## src/rtl/oric_ram_sched_if.sv

```systemverilog
// rtl/oric_ram_sched_if.sv - Oric main RAM scheduler bus bundle: clear request, core port, tape stream, dpram port A
interface oric_ram_sched_if #(
  parameter int AW = 16
);
  logic          clr_req;
  logic          core_cs;
  logic          core_we;
  logic [AW-1:0] core_ad;
  logic [7:0]    core_d;
  logic [7:0]    core_q;
  logic          core_rvalid;
  logic          tape_req;
  logic [AW-1:0] tape_ad;
  logic [7:0]    tape_d;
  logic          tape_ack;
  logic          tape_starved;
  logic          busy;
  logic          mem_cs;
  logic          mem_we;
  logic [AW-1:0] mem_ad;
  logic [7:0]    mem_d;
  logic [7:0]    mem_q;

  modport slave (
    input  clr_req, core_cs, core_we, core_ad, core_d,
    input  tape_req, tape_ad, tape_d, mem_q,
    output core_q, core_rvalid, tape_ack, tape_starved, busy,
    output mem_cs, mem_we, mem_ad, mem_d
  );

  modport master (
    output clr_req, core_cs, core_we, core_ad, core_d,
    output tape_req, tape_ad, tape_d, mem_q,
    input  core_q, core_rvalid, tape_ack, tape_starved, busy,
    input  mem_cs, mem_we, mem_ad, mem_d
  );
endinterface

```

## src/rtl/oric_ram_sched.sv

```systemverilog
// rtl/oric_ram_sched.sv - single-owner Oric RAM port scheduler: clear sweep, core priority, slotted tape writes
module oric_ram_sched #(
  parameter int       AW         = 16,
  parameter bit [7:0] FILL_VALUE = 8'h01,
  parameter int       STARVE_MAX = 1024
) (
  input  logic            clk_sys,
  input  logic            RESET,
  oric_ram_sched_if.slave bus
);
  localparam int            SW         = $clog2(STARVE_MAX + 1);
  localparam logic [AW-1:0] LAST_ADDR  = {AW{1'b1}};
  localparam logic [SW-1:0] STARVE_LIM = SW'(STARVE_MAX);

  typedef enum logic {
    ST_CLEAR = 1'b0,
    ST_RUN   = 1'b1
  } state_t;

  state_t        r_state;
  state_t        w_state_nxt;

  logic [AW-1:0] r_clr_addr;
  logic          r_busy;
  logic          r_mem_cs;
  logic          r_mem_we;
  logic [AW-1:0] r_mem_ad;
  logic [7:0]    r_mem_d;
  logic          r_tape_ack;
  logic          r_rd_pend;
  logic          r_core_rvalid;
  logic [SW-1:0] r_starve_cnt;
  logic          r_tape_starved;

  logic          w_in_run;
  logic          w_tape_grant;
  logic [AW-1:0] w_clr_ad;
  logic [AW-1:0] w_clr_addr_nxt;
  logic          w_mem_cs_nxt;
  logic          w_mem_we_nxt;
  logic [AW-1:0] w_mem_ad_nxt;
  logic [7:0]    w_mem_d_nxt;
  logic          w_rd_pend_nxt;
  logic [SW-1:0] w_starve_nxt;
  logic          w_starved_nxt;

  always_ff @(posedge clk_sys) begin
    if (RESET) begin
      r_state <= ST_CLEAR;
    end else begin
      r_state <= w_state_nxt;
    end
  end

  always_comb begin
    w_state_nxt = r_state;
    if (bus.clr_req) begin
      w_state_nxt = ST_CLEAR;
    end else if (r_state == ST_CLEAR && r_clr_addr == LAST_ADDR) begin
      w_state_nxt = ST_RUN;
    end
  end

  // A clr_req edge behaves like a CLEAR edge at address 0, whatever the current state.
  always_comb begin
    w_in_run       = (r_state == ST_RUN) && !bus.clr_req;
    w_tape_grant   = w_in_run && !bus.core_cs && bus.tape_req && !r_tape_ack;
    w_clr_ad       = bus.clr_req ? '0 : r_clr_addr;
    w_clr_addr_nxt = r_clr_addr;
    w_mem_cs_nxt   = 1'b0;
    w_mem_we_nxt   = 1'b0;
    w_mem_ad_nxt   = r_mem_ad;
    w_mem_d_nxt    = r_mem_d;
    w_rd_pend_nxt  = 1'b0;
    w_starve_nxt   = r_starve_cnt;
    w_starved_nxt  = r_tape_starved;

    if (!w_in_run) begin
      w_mem_cs_nxt   = 1'b1;
      w_mem_we_nxt   = 1'b1;
      w_mem_ad_nxt   = w_clr_ad;
      w_mem_d_nxt    = FILL_VALUE;
      w_clr_addr_nxt = w_clr_ad + AW'(1);
      w_starve_nxt   = '0;
    end else if (bus.core_cs) begin
      w_mem_cs_nxt  = 1'b1;
      w_mem_we_nxt  = bus.core_we;
      w_mem_ad_nxt  = bus.core_ad;
      w_mem_d_nxt   = bus.core_d;
      w_rd_pend_nxt = !bus.core_we;
    end else if (w_tape_grant) begin
      w_mem_cs_nxt = 1'b1;
      w_mem_we_nxt = 1'b1;
      w_mem_ad_nxt = bus.tape_ad;
      w_mem_d_nxt  = bus.tape_d;
    end

    if (w_tape_grant) begin
      w_starve_nxt  = '0;
      w_starved_nxt = 1'b0;
    end else if (w_in_run && bus.tape_req) begin
      if (r_starve_cnt != STARVE_LIM) begin
        w_starve_nxt = r_starve_cnt + SW'(1);
      end
      if (w_starve_nxt == STARVE_LIM) begin
        w_starved_nxt = 1'b1;
      end
    end
  end

  // core_rvalid trails the read command by one edge, matching the RAM's read latency.
  always_ff @(posedge clk_sys) begin
    if (RESET) begin
      r_clr_addr     <= '0;
      r_busy         <= 1'b1;
      r_mem_cs       <= 1'b0;
      r_mem_we       <= 1'b0;
      r_mem_ad       <= '0;
      r_mem_d        <= '0;
      r_tape_ack     <= 1'b0;
      r_rd_pend      <= 1'b0;
      r_core_rvalid  <= 1'b0;
      r_starve_cnt   <= '0;
      r_tape_starved <= 1'b0;
    end else begin
      r_clr_addr     <= w_clr_addr_nxt;
      r_busy         <= (w_state_nxt == ST_CLEAR);
      r_mem_cs       <= w_mem_cs_nxt;
      r_mem_we       <= w_mem_we_nxt;
      r_mem_ad       <= w_mem_ad_nxt;
      r_mem_d        <= w_mem_d_nxt;
      r_tape_ack     <= w_tape_grant;
      r_rd_pend      <= w_rd_pend_nxt;
      r_core_rvalid  <= r_rd_pend;
      r_starve_cnt   <= w_starve_nxt;
      r_tape_starved <= w_starved_nxt;
    end
  end

  assign bus.core_q       = bus.mem_q;
  assign bus.core_rvalid  = r_core_rvalid;
  assign bus.tape_ack     = r_tape_ack;
  assign bus.tape_starved = r_tape_starved;
  assign bus.busy         = r_busy;
  assign bus.mem_cs       = r_mem_cs;
  assign bus.mem_we       = r_mem_we;
  assign bus.mem_ad       = r_mem_ad;
  assign bus.mem_d        = r_mem_d;
endmodule

```

## src/flat_wrapper.sv

```systemverilog
// flat-port wrapper written by rule: the top's interface ports become plain ports
module oric_ram_sched_flat 
#(
  parameter int       AW         = 16,
  parameter bit [7:0] FILL_VALUE = 8'h01,
  parameter int       STARVE_MAX = 1024
)
  (clk_sys, RESET, bus_clr_req, bus_core_cs, bus_core_we, bus_core_ad, bus_core_d, bus_tape_req, bus_tape_ad, bus_tape_d, bus_mem_q, bus_core_q, bus_core_rvalid, bus_tape_ack, bus_tape_starved, bus_busy, bus_mem_cs, bus_mem_we, bus_mem_ad, bus_mem_d);
  oric_ram_sched_if #(.AW(AW)) bus_i ();
  input  logic clk_sys;
  input  logic RESET;
  input wire logic [$bits(bus_i.clr_req)-1:0] bus_clr_req;
  input wire logic [$bits(bus_i.core_cs)-1:0] bus_core_cs;
  input wire logic [$bits(bus_i.core_we)-1:0] bus_core_we;
  input wire logic [$bits(bus_i.core_ad)-1:0] bus_core_ad;
  input wire logic [$bits(bus_i.core_d)-1:0] bus_core_d;
  input wire logic [$bits(bus_i.tape_req)-1:0] bus_tape_req;
  input wire logic [$bits(bus_i.tape_ad)-1:0] bus_tape_ad;
  input wire logic [$bits(bus_i.tape_d)-1:0] bus_tape_d;
  input wire logic [$bits(bus_i.mem_q)-1:0] bus_mem_q;
  output wire logic [$bits(bus_i.core_q)-1:0] bus_core_q;
  output wire logic [$bits(bus_i.core_rvalid)-1:0] bus_core_rvalid;
  output wire logic [$bits(bus_i.tape_ack)-1:0] bus_tape_ack;
  output wire logic [$bits(bus_i.tape_starved)-1:0] bus_tape_starved;
  output wire logic [$bits(bus_i.busy)-1:0] bus_busy;
  output wire logic [$bits(bus_i.mem_cs)-1:0] bus_mem_cs;
  output wire logic [$bits(bus_i.mem_we)-1:0] bus_mem_we;
  output wire logic [$bits(bus_i.mem_ad)-1:0] bus_mem_ad;
  output wire logic [$bits(bus_i.mem_d)-1:0] bus_mem_d;
  assign bus_i.clr_req = bus_clr_req;
  assign bus_i.core_cs = bus_core_cs;
  assign bus_i.core_we = bus_core_we;
  assign bus_i.core_ad = bus_core_ad;
  assign bus_i.core_d = bus_core_d;
  assign bus_i.tape_req = bus_tape_req;
  assign bus_i.tape_ad = bus_tape_ad;
  assign bus_i.tape_d = bus_tape_d;
  assign bus_i.mem_q = bus_mem_q;
  assign bus_core_q = bus_i.core_q;
  assign bus_core_rvalid = bus_i.core_rvalid;
  assign bus_tape_ack = bus_i.tape_ack;
  assign bus_tape_starved = bus_i.tape_starved;
  assign bus_busy = bus_i.busy;
  assign bus_mem_cs = bus_i.mem_cs;
  assign bus_mem_we = bus_i.mem_we;
  assign bus_mem_ad = bus_i.mem_ad;
  assign bus_mem_d = bus_i.mem_d;
  oric_ram_sched #(.AW(AW), .FILL_VALUE(FILL_VALUE), .STARVE_MAX(STARVE_MAX)) u_core (.clk_sys(clk_sys), .RESET(RESET), .bus(bus_i));
endmodule
```

## config.mk

```make
export PLATFORM = sky130hd
export DESIGN_NAME = oric_ram_sched_flat
export DESIGN_NICKNAME = d
export VERILOG_FILES = /design/src/rtl/oric_ram_sched_if.sv /design/src/rtl/oric_ram_sched.sv /design/src/flat_wrapper.sv
export SDC_FILE = /design/constraint.sdc
export NUM_CORES = 1
export LEC_CHECK = 0
export ABC_AREA = 1
export BUFFER_PORTS_ARGS = -buffer_cell sky130_fd_sc_hd__buf_2
export CAP_MARGIN = 10
export CORE_MARGIN = 8
export CORE_UTILIZATION = 25
export DETAILED_ROUTE_END_ITERATION = 12
export PLACE_DENSITY = 0.54
export RECOVER_POWER = 50
export SYNTH_ARGS = -nofsm -noshare
export SYNTH_HDL_FRONTEND = slang
export SYNTH_SLANG_ARGS = --single-unit
```

## constraint.sdc

```tcl
create_clock -name clk_sys -period 1.7 [get_ports clk_sys]
set_input_delay 0.255 -clock clk_sys [delete_from_list [all_inputs] [get_ports clk_sys]]
set_output_delay 0.255 -clock clk_sys [all_outputs]
set_load 0.05 [all_outputs]
```

==> results.md, run 1 <==
* Outcome: finished clean
* Row cnt at between 40 and 50
* Leakage power at roughly 0.0016 uW
* CTS root buf: clkbuf_16
* Die Height at 129.3 microns
* First-pass GRT wire length at between 15000 and 20000 microns
* Post-synth top area cell: dfxtp_1
* # IOs at 100
* Ys flop type: dfxtp_1
* Worst slew pin tran at roughly 0.64 ns
* Initial DRC Count at about 180
* P per Cell Area at about 820 mW/mm^2
* H-Tree Level Count at 3
* CP max FO at 3
* Vias in the first global route at ~3300
* WS Path Type: register to register
* Clock-pin transition on the worst setup and hold timing paths at 0.05 ns
* CP Launch Type: register
* GR Util All Layers at 12.36%
* Setup-failing EPs final at 0
* DRC violations left at 0
* Post-synth EDFFs at 0
* Slew Viols, Final at 0
* RePlAce Congestion at between 0.8 and 0.9
* Arrival time at the worst endpoint at 1.74 ns
* Rel. slew slack at between 50% and 60%
* R2R Path Start: u_core.r_clr_addr[0]$_SDFFE_PP0P_
* WL met3 at around 560 microns
* Worst min path class: input pin to register
* Syn-to-layout area delta at 29.26%
* Top post-synthesis cells by area: dfxtp_1 (37%), nand2_1 (11%), nor2_1 (8.7%), o21ai_0 (5.5%), a21oi_1 (5.2%)
* Seq/Total Area, Yosys at 36.83%
* CTS tree: built
* CP max stage cell: dfxtp_1
* Worst Setup SP: u_core.r_clr_addr[0]$_SDFFE_PP0P_
* Area share of the largest cell type after synthesis at a little under two fifths
* Commonest non-fill, non-tap cell in the layout: nand2_1
* Fin Clk Skew at about 0.0074 ns
* Later-pin clock latency in the skew report at about 0.32 ns
* RSZ-0062 raised after global routing: no
* Post-synth ARST share at 0%
* Worst ir drop on vdd at 0.4477 mV
* Syn nets at between 500 and 600
* MaxCap Viol Count at 0
* Commonest non-fill, non-tap cells in the layout: nand2_1 (93), nor2_1 (70), dfxtp_1 (58)
* Yosys cell types at 36
* Routed len/inst at 13.88 microns
* Syn Inst Count at 470
* Core area at approximately 0.013 sq mm
* Die Wd at between 100 and 150 microns
* Diode count at 0
* Synthesis Warnings at 0
* Clock sinks at around 60
* Top delay family on crit path: simple AND/OR/NAND/NOR gates
* Clock buffer count from CTS at 9
* Setup TNS at 0 ns
* DP Wirelength at roughly 8000 microns
* PortBufs at 83
* Post-Route M1 WL at roughly 4800 microns
* Crit path cell chain: nand2_4 -> inv_1 -> ha_2 -> nand3_2 -> nor2_2 -> buf_4 -> nand4_1 -> o21ai_1 -> a21oi_1
* Hold Crit Start: bus_core_we
* Final net count at between 600 and 700
* Top Layer Used: met4
* Critical Path End Type: register
* Pin count of the biggest net entering global routing at 25
* Syn_area_per_cell at ~7 sq um
* Max Freq at 648.0 MHz
* CTS Buffer Depth at 2
* Routed wl met2 at ~4700 microns
* Critical path required time at 1.90 ns
* Global route overflow at 0
* Routed WL at about 10000 microns
* DR vias/cell at 4.537
* Initial Utilization at around a quarter
* Die area at around 0.017 sq mm
* Hold Vio Cnt, Final at 0
* Buf/Inv on CP at 2
* Synthesized area at between 0.003 and 0.004 sq mm
* CP max stage delay at 0.41 ns
* Via count at approximately 3300
* Crit share post-route at 90.78%
* Share of layout cells above drive strength 1 at a little over a fifth
* Detail Route Antenna Nets at 0
* Initial antenna violation count at 0
* Post-layout min period at roughly 1.5 ns
* Drt pass-1 iters at 4
* #FFs+latches synth at between 50 and 60
* Final Util at about a third
-- cell usage after synthesis (4+ instances only) --
master    count
a21oi_1      33
a31oi_1      17
buf_2         4
buf_4        10
buf_6         4
clkbuf_1      8
dfxtp_1      59
inv_1        41
nand2_1      93
nand2_4       4
nand3_1      24
nand4_1       7
nor2_1       74
nor2_2        5
nor3_1        7
o21ai_0      35
o21ai_1      14
xor2_1        4
-- through the flow --
| step | hold slack (ns) | power, uW | cell area [sq um] | setup WS (ns) | cells |
|---|---|---|---|---|---|
| 6_report | 0.1268 | 3415 | 4145 | 0.1567 | 737 |
| 5_1_grt | 0.1444 | 3545 | 4145 | 0.01073 | 737 |
| 4_1_cts | 0.1154 | 3461 | 4149 | 0.09558 | 736 |
| 3_5_place_dp | 0.4030 | 1658 | 3854 | 0.005926 | 720 |
| 3_3_place_gp | 0.3897 | 1657 | 3854 | 0.03574 | 720 |
| 2_1_floorplan | 0.3318 | 1597 | 3207 | 0.1988 | 470 |
-- logic make-up (layout without fill, tap and decap cells) --
group	after synthesis	after routing	share of synthesized area (%)
AO/OA/AOI/OAI	106	106	17.87
XOR/XNOR	5	5	1.366
adder cells (fa/ha/maj)	3	3	1.171
buffers and inverters	71	166	10.96
flip-flops	59	59	36.83
AND/OR/NAND/NOR	226	226	31.80
-- power by group --
group	switching, uW	internal, uW
Clock	623	1170
Combinational	140	87.8
Sequential	5.70	1390
-- layout make-up --
| class | instances | area [sq um] |
|---|---|---|
| inverters | 44 | 177.7 |
| repair buffers | 106 | 573.1 |
| fillers | 1356 | 8423 |
| multi-input cells | 340 | 1702 |
| clock inverters | 5 | 52.55 |
| well taps | 172 | 215.2 |
| flip-flops and latches | 59 | 1182 |
| clock buffers | 11 | 242.7 |
-- worst paths after layout --
path                                              to  slack (ns)  depth (start not counted)
setup / recovery  u_core.r_clr_addr[14]$_SDFFE_PP0P_        0.16                          9
hold / removal           u_core.r_rd_pend$_SDFF_PP0_        0.13                          2
setup reg to reg  u_core.r_clr_addr[14]$_SDFFE_PP0P_        0.16                          9
hold reg to reg    u_core.bus.core_rvalid$_SDFF_PP0_        0.42                          2
-- flip-flops by register name (all words and copies together) (netlist names) --
name and count:
u_core.bus.tape_starved 1, u_core.bus.mem_cs 1, u_core.bus.busy 1, u_core.bus.core_rvalid 1, u_core.bus.mem_ad 16, u_core.bus.tape_ack 1
u_core.r_rd_pend 1, u_core.bus.mem_d 8, u_core.r_state 1, u_core.bus.mem_we 1, u_core.r_clr_addr 16, u_core.r_starve_cnt 11
-- per-layer routing --
layer	vias to the layer above	track usage, %
met5	-	0
met4	0	5.874
met3	10	2.835
met2	97	19.94
met1	1502	15.25
li1	1735	-
-- what timing repair did --
item | CTS | global route
setup endpoints to repair | 0 | 7
hold buffers | 0 | 0
setup buffers | 0 | 1
gates resized for setup | 0 | 10
Power figures use the tool's default switching activity.
==> run 2, diff against run 1 <==
==> constraint.sdc (replaced) <==
create_clock -name clk_sys -period 1.7 [get_ports clk_sys]
set_input_delay 0.34 -clock clk_sys [delete_from_list [all_inputs] [get_ports clk_sys]]
set_output_delay 0.34 -clock clk_sys [all_outputs]
set_load 0.05 [all_outputs]
==> results.md, run 2 (synthesized netlist as in run 1, its figures left out) <==
* Die Height at approximately 130 microns
* Commonest non-fill, non-tap cell in the layout: nand2_1
* Clock-pin transition on the worst setup and hold timing paths at about 0.050 ns
* CTS tree: built
* Crit path cell chain: clkbuf_1
* Diode count at 0
* Pin count of the biggest net entering global routing at 24
* Clock buffer count from CTS at 9
* Crit share post-route at between 80% and 90%
* Setup-failing EPs final at 0
* Max Freq at between 600 and 700 MHz
* CP Launch Type: register
* Die area at between 0.015 and 0.02 sq mm
* Via count at 3396
* Initial antenna violation count at 0
* DP Wirelength at around 8100 microns
* MaxCap Viol Count at 0
* CTS root buf: clkbuf_16
* GR Util All Layers at between 10% and 20%
* # IOs at 100
* Outcome: finished clean
* WS Path Type: register to output pin
* Clock sinks at 59
* Fin Clk Skew at approximately 0.0046 ns
* Leakage power at roughly 0.0017 uW
* CP max FO at 2
* Share of layout cells above drive strength 1 at a little over a fifth
* WL met3 at roughly 560 microns
* DRC violations left at 0
* Syn-to-layout area delta at 30.32%
* PortBufs at 83
* CTS Buffer Depth at 2
* Later-pin clock latency in the skew report at ~0.32 ns
* Vias in the first global route at between 3000 and 4000
* Arrival time at the worst endpoint at 1.19 ns
* Final Util at approximately a third
* Global route overflow at 0
* Critical path required time at roughly 1.4 ns
* Top delay family on crit path: buffers and inverters
* Final net count at between 600 and 700
* Drt pass-1 iters at 4
* DP Cell Count at roughly 730
* Post-Route M1 WL at between 4000 and 5000 microns
* Detail Route Antenna Nets at 0
* Buf/Inv on CP at 1
* Worst ir drop on vdd at ~0.34 mV
* H-Tree Level Count at 3
* Fin cells at approximately 740
* Commonest non-fill, non-tap cells in the layout: nand2_1 (94), nor2_1 (70), dfxtp_1 (57)
* Initial DRC Count at roughly 200
* Post-layout min period at between 1.5 and 2 ns
* Row cnt at just over 40
* Rel. slew slack at 51.90%
* Slew Viols, Final at 0
* Core area at between 0.01 and 0.015 sq mm
* Top Layer Used: met4
* DR vias/cell at 4.571
* CP max stage cell: clkbuf_1
* Initial Utilization at roughly 26%
* CP max stage delay at 0.50 ns
* First-pass GRT wire length at approximately 17000 microns
* P per Cell Area at 793.5 mW/mm^2
* Worst slew pin tran at approximately 0.72 ns
* RePlAce Congestion at ~0.86
* Routed WL at a little over 10000 microns
* Die Wd at about 130 microns
* RSZ-0062 raised after global routing: no
* Routed wl met2 at between 4000 and 5000 microns
* Hold Vio Cnt, Final at 0
* Critical Path End Type: output pin
* Routed len/inst at 13.93 microns
* Worst min path class: input pin to register
## run 2: cell types whose count changed in the layout (fill, tap and decap cells not counted), sizes merged
| cell | before | now |
|---|---|---|
| clkinv | 3 | 2 |
| bufinv | 1 | 0 |
| buf | 75 | 78 |
| clkbuf | 42 | 46 |
| clkinvlp | 1 | 2 |
## run 2: timing repair
action                     CTS  global route
gates resized for setup      0             7
hold buffers                 0             0
setup buffers                0             0
setup endpoints to repair    0             5
## run 2: final cells by class
class                   instances  area [sq um]
clock buffers                  12         256.5
fillers                      1385          8389
repair buffers                112         639.4
inverters                      44         177.7
multi-input cells             340          1682
flip-flops and latches         59          1184
well taps                     172         215.2
clock inverters                 4         25.02
## run 2: final timing paths
check	from	endpoint	slack, ns	cells past startpoint
setup / recovery	u_core.bus.tape_ack$_SDFF_PP0_	bus_tape_ack	0.17	1
hold / removal	bus_core_we	u_core.r_rd_pend$_SDFF_PP0_	0.20	2
setup reg to reg	u_core.r_clr_addr[1]$_SDFFE_PP0P_	u_core.r_clr_addr[12]$_SDFFE_PP0P_	0.18	8
hold reg to reg	u_core.r_rd_pend$_SDFF_PP0_	u_core.bus.core_rvalid$_SDFF_PP0_	0.40	2
## run 2: report_power, final
part	total, uW	switching [uW]	internal [uW]
combinational	228	139	89.2
clock	1690	630	1060
sequential	1400	5.70	1390
total	3320	774	2540
## run 2: layer usage
| layer | up-vias | track usage, % |
|---|---|---|
| li1 | 1735 | - |
| met5 | - | 0 |
| met3 | 11 | 2.917 |
| met2 | 108 | 21.35 |
| met1 | 1542 | 15.61 |
| met4 | 0 | 4.561 |
## run 2: through the flow
stage                     TNS [ns]  area, sq um  setup WS [ns]  hold slack [ns]  total power, uW
after floorplan                  0         3207         0.1637           0.3883             1597
final                            0         4179         0.1727           0.2040             3316
after detailed placement  -0.01978         3931       -0.01978           0.3995             1659
after CTS                        0         4213        0.05357           0.1975             3367
after global routing             0         4179       0.009199           0.2233             3454
after global placement           0         3931        0.02913           0.3917             1658
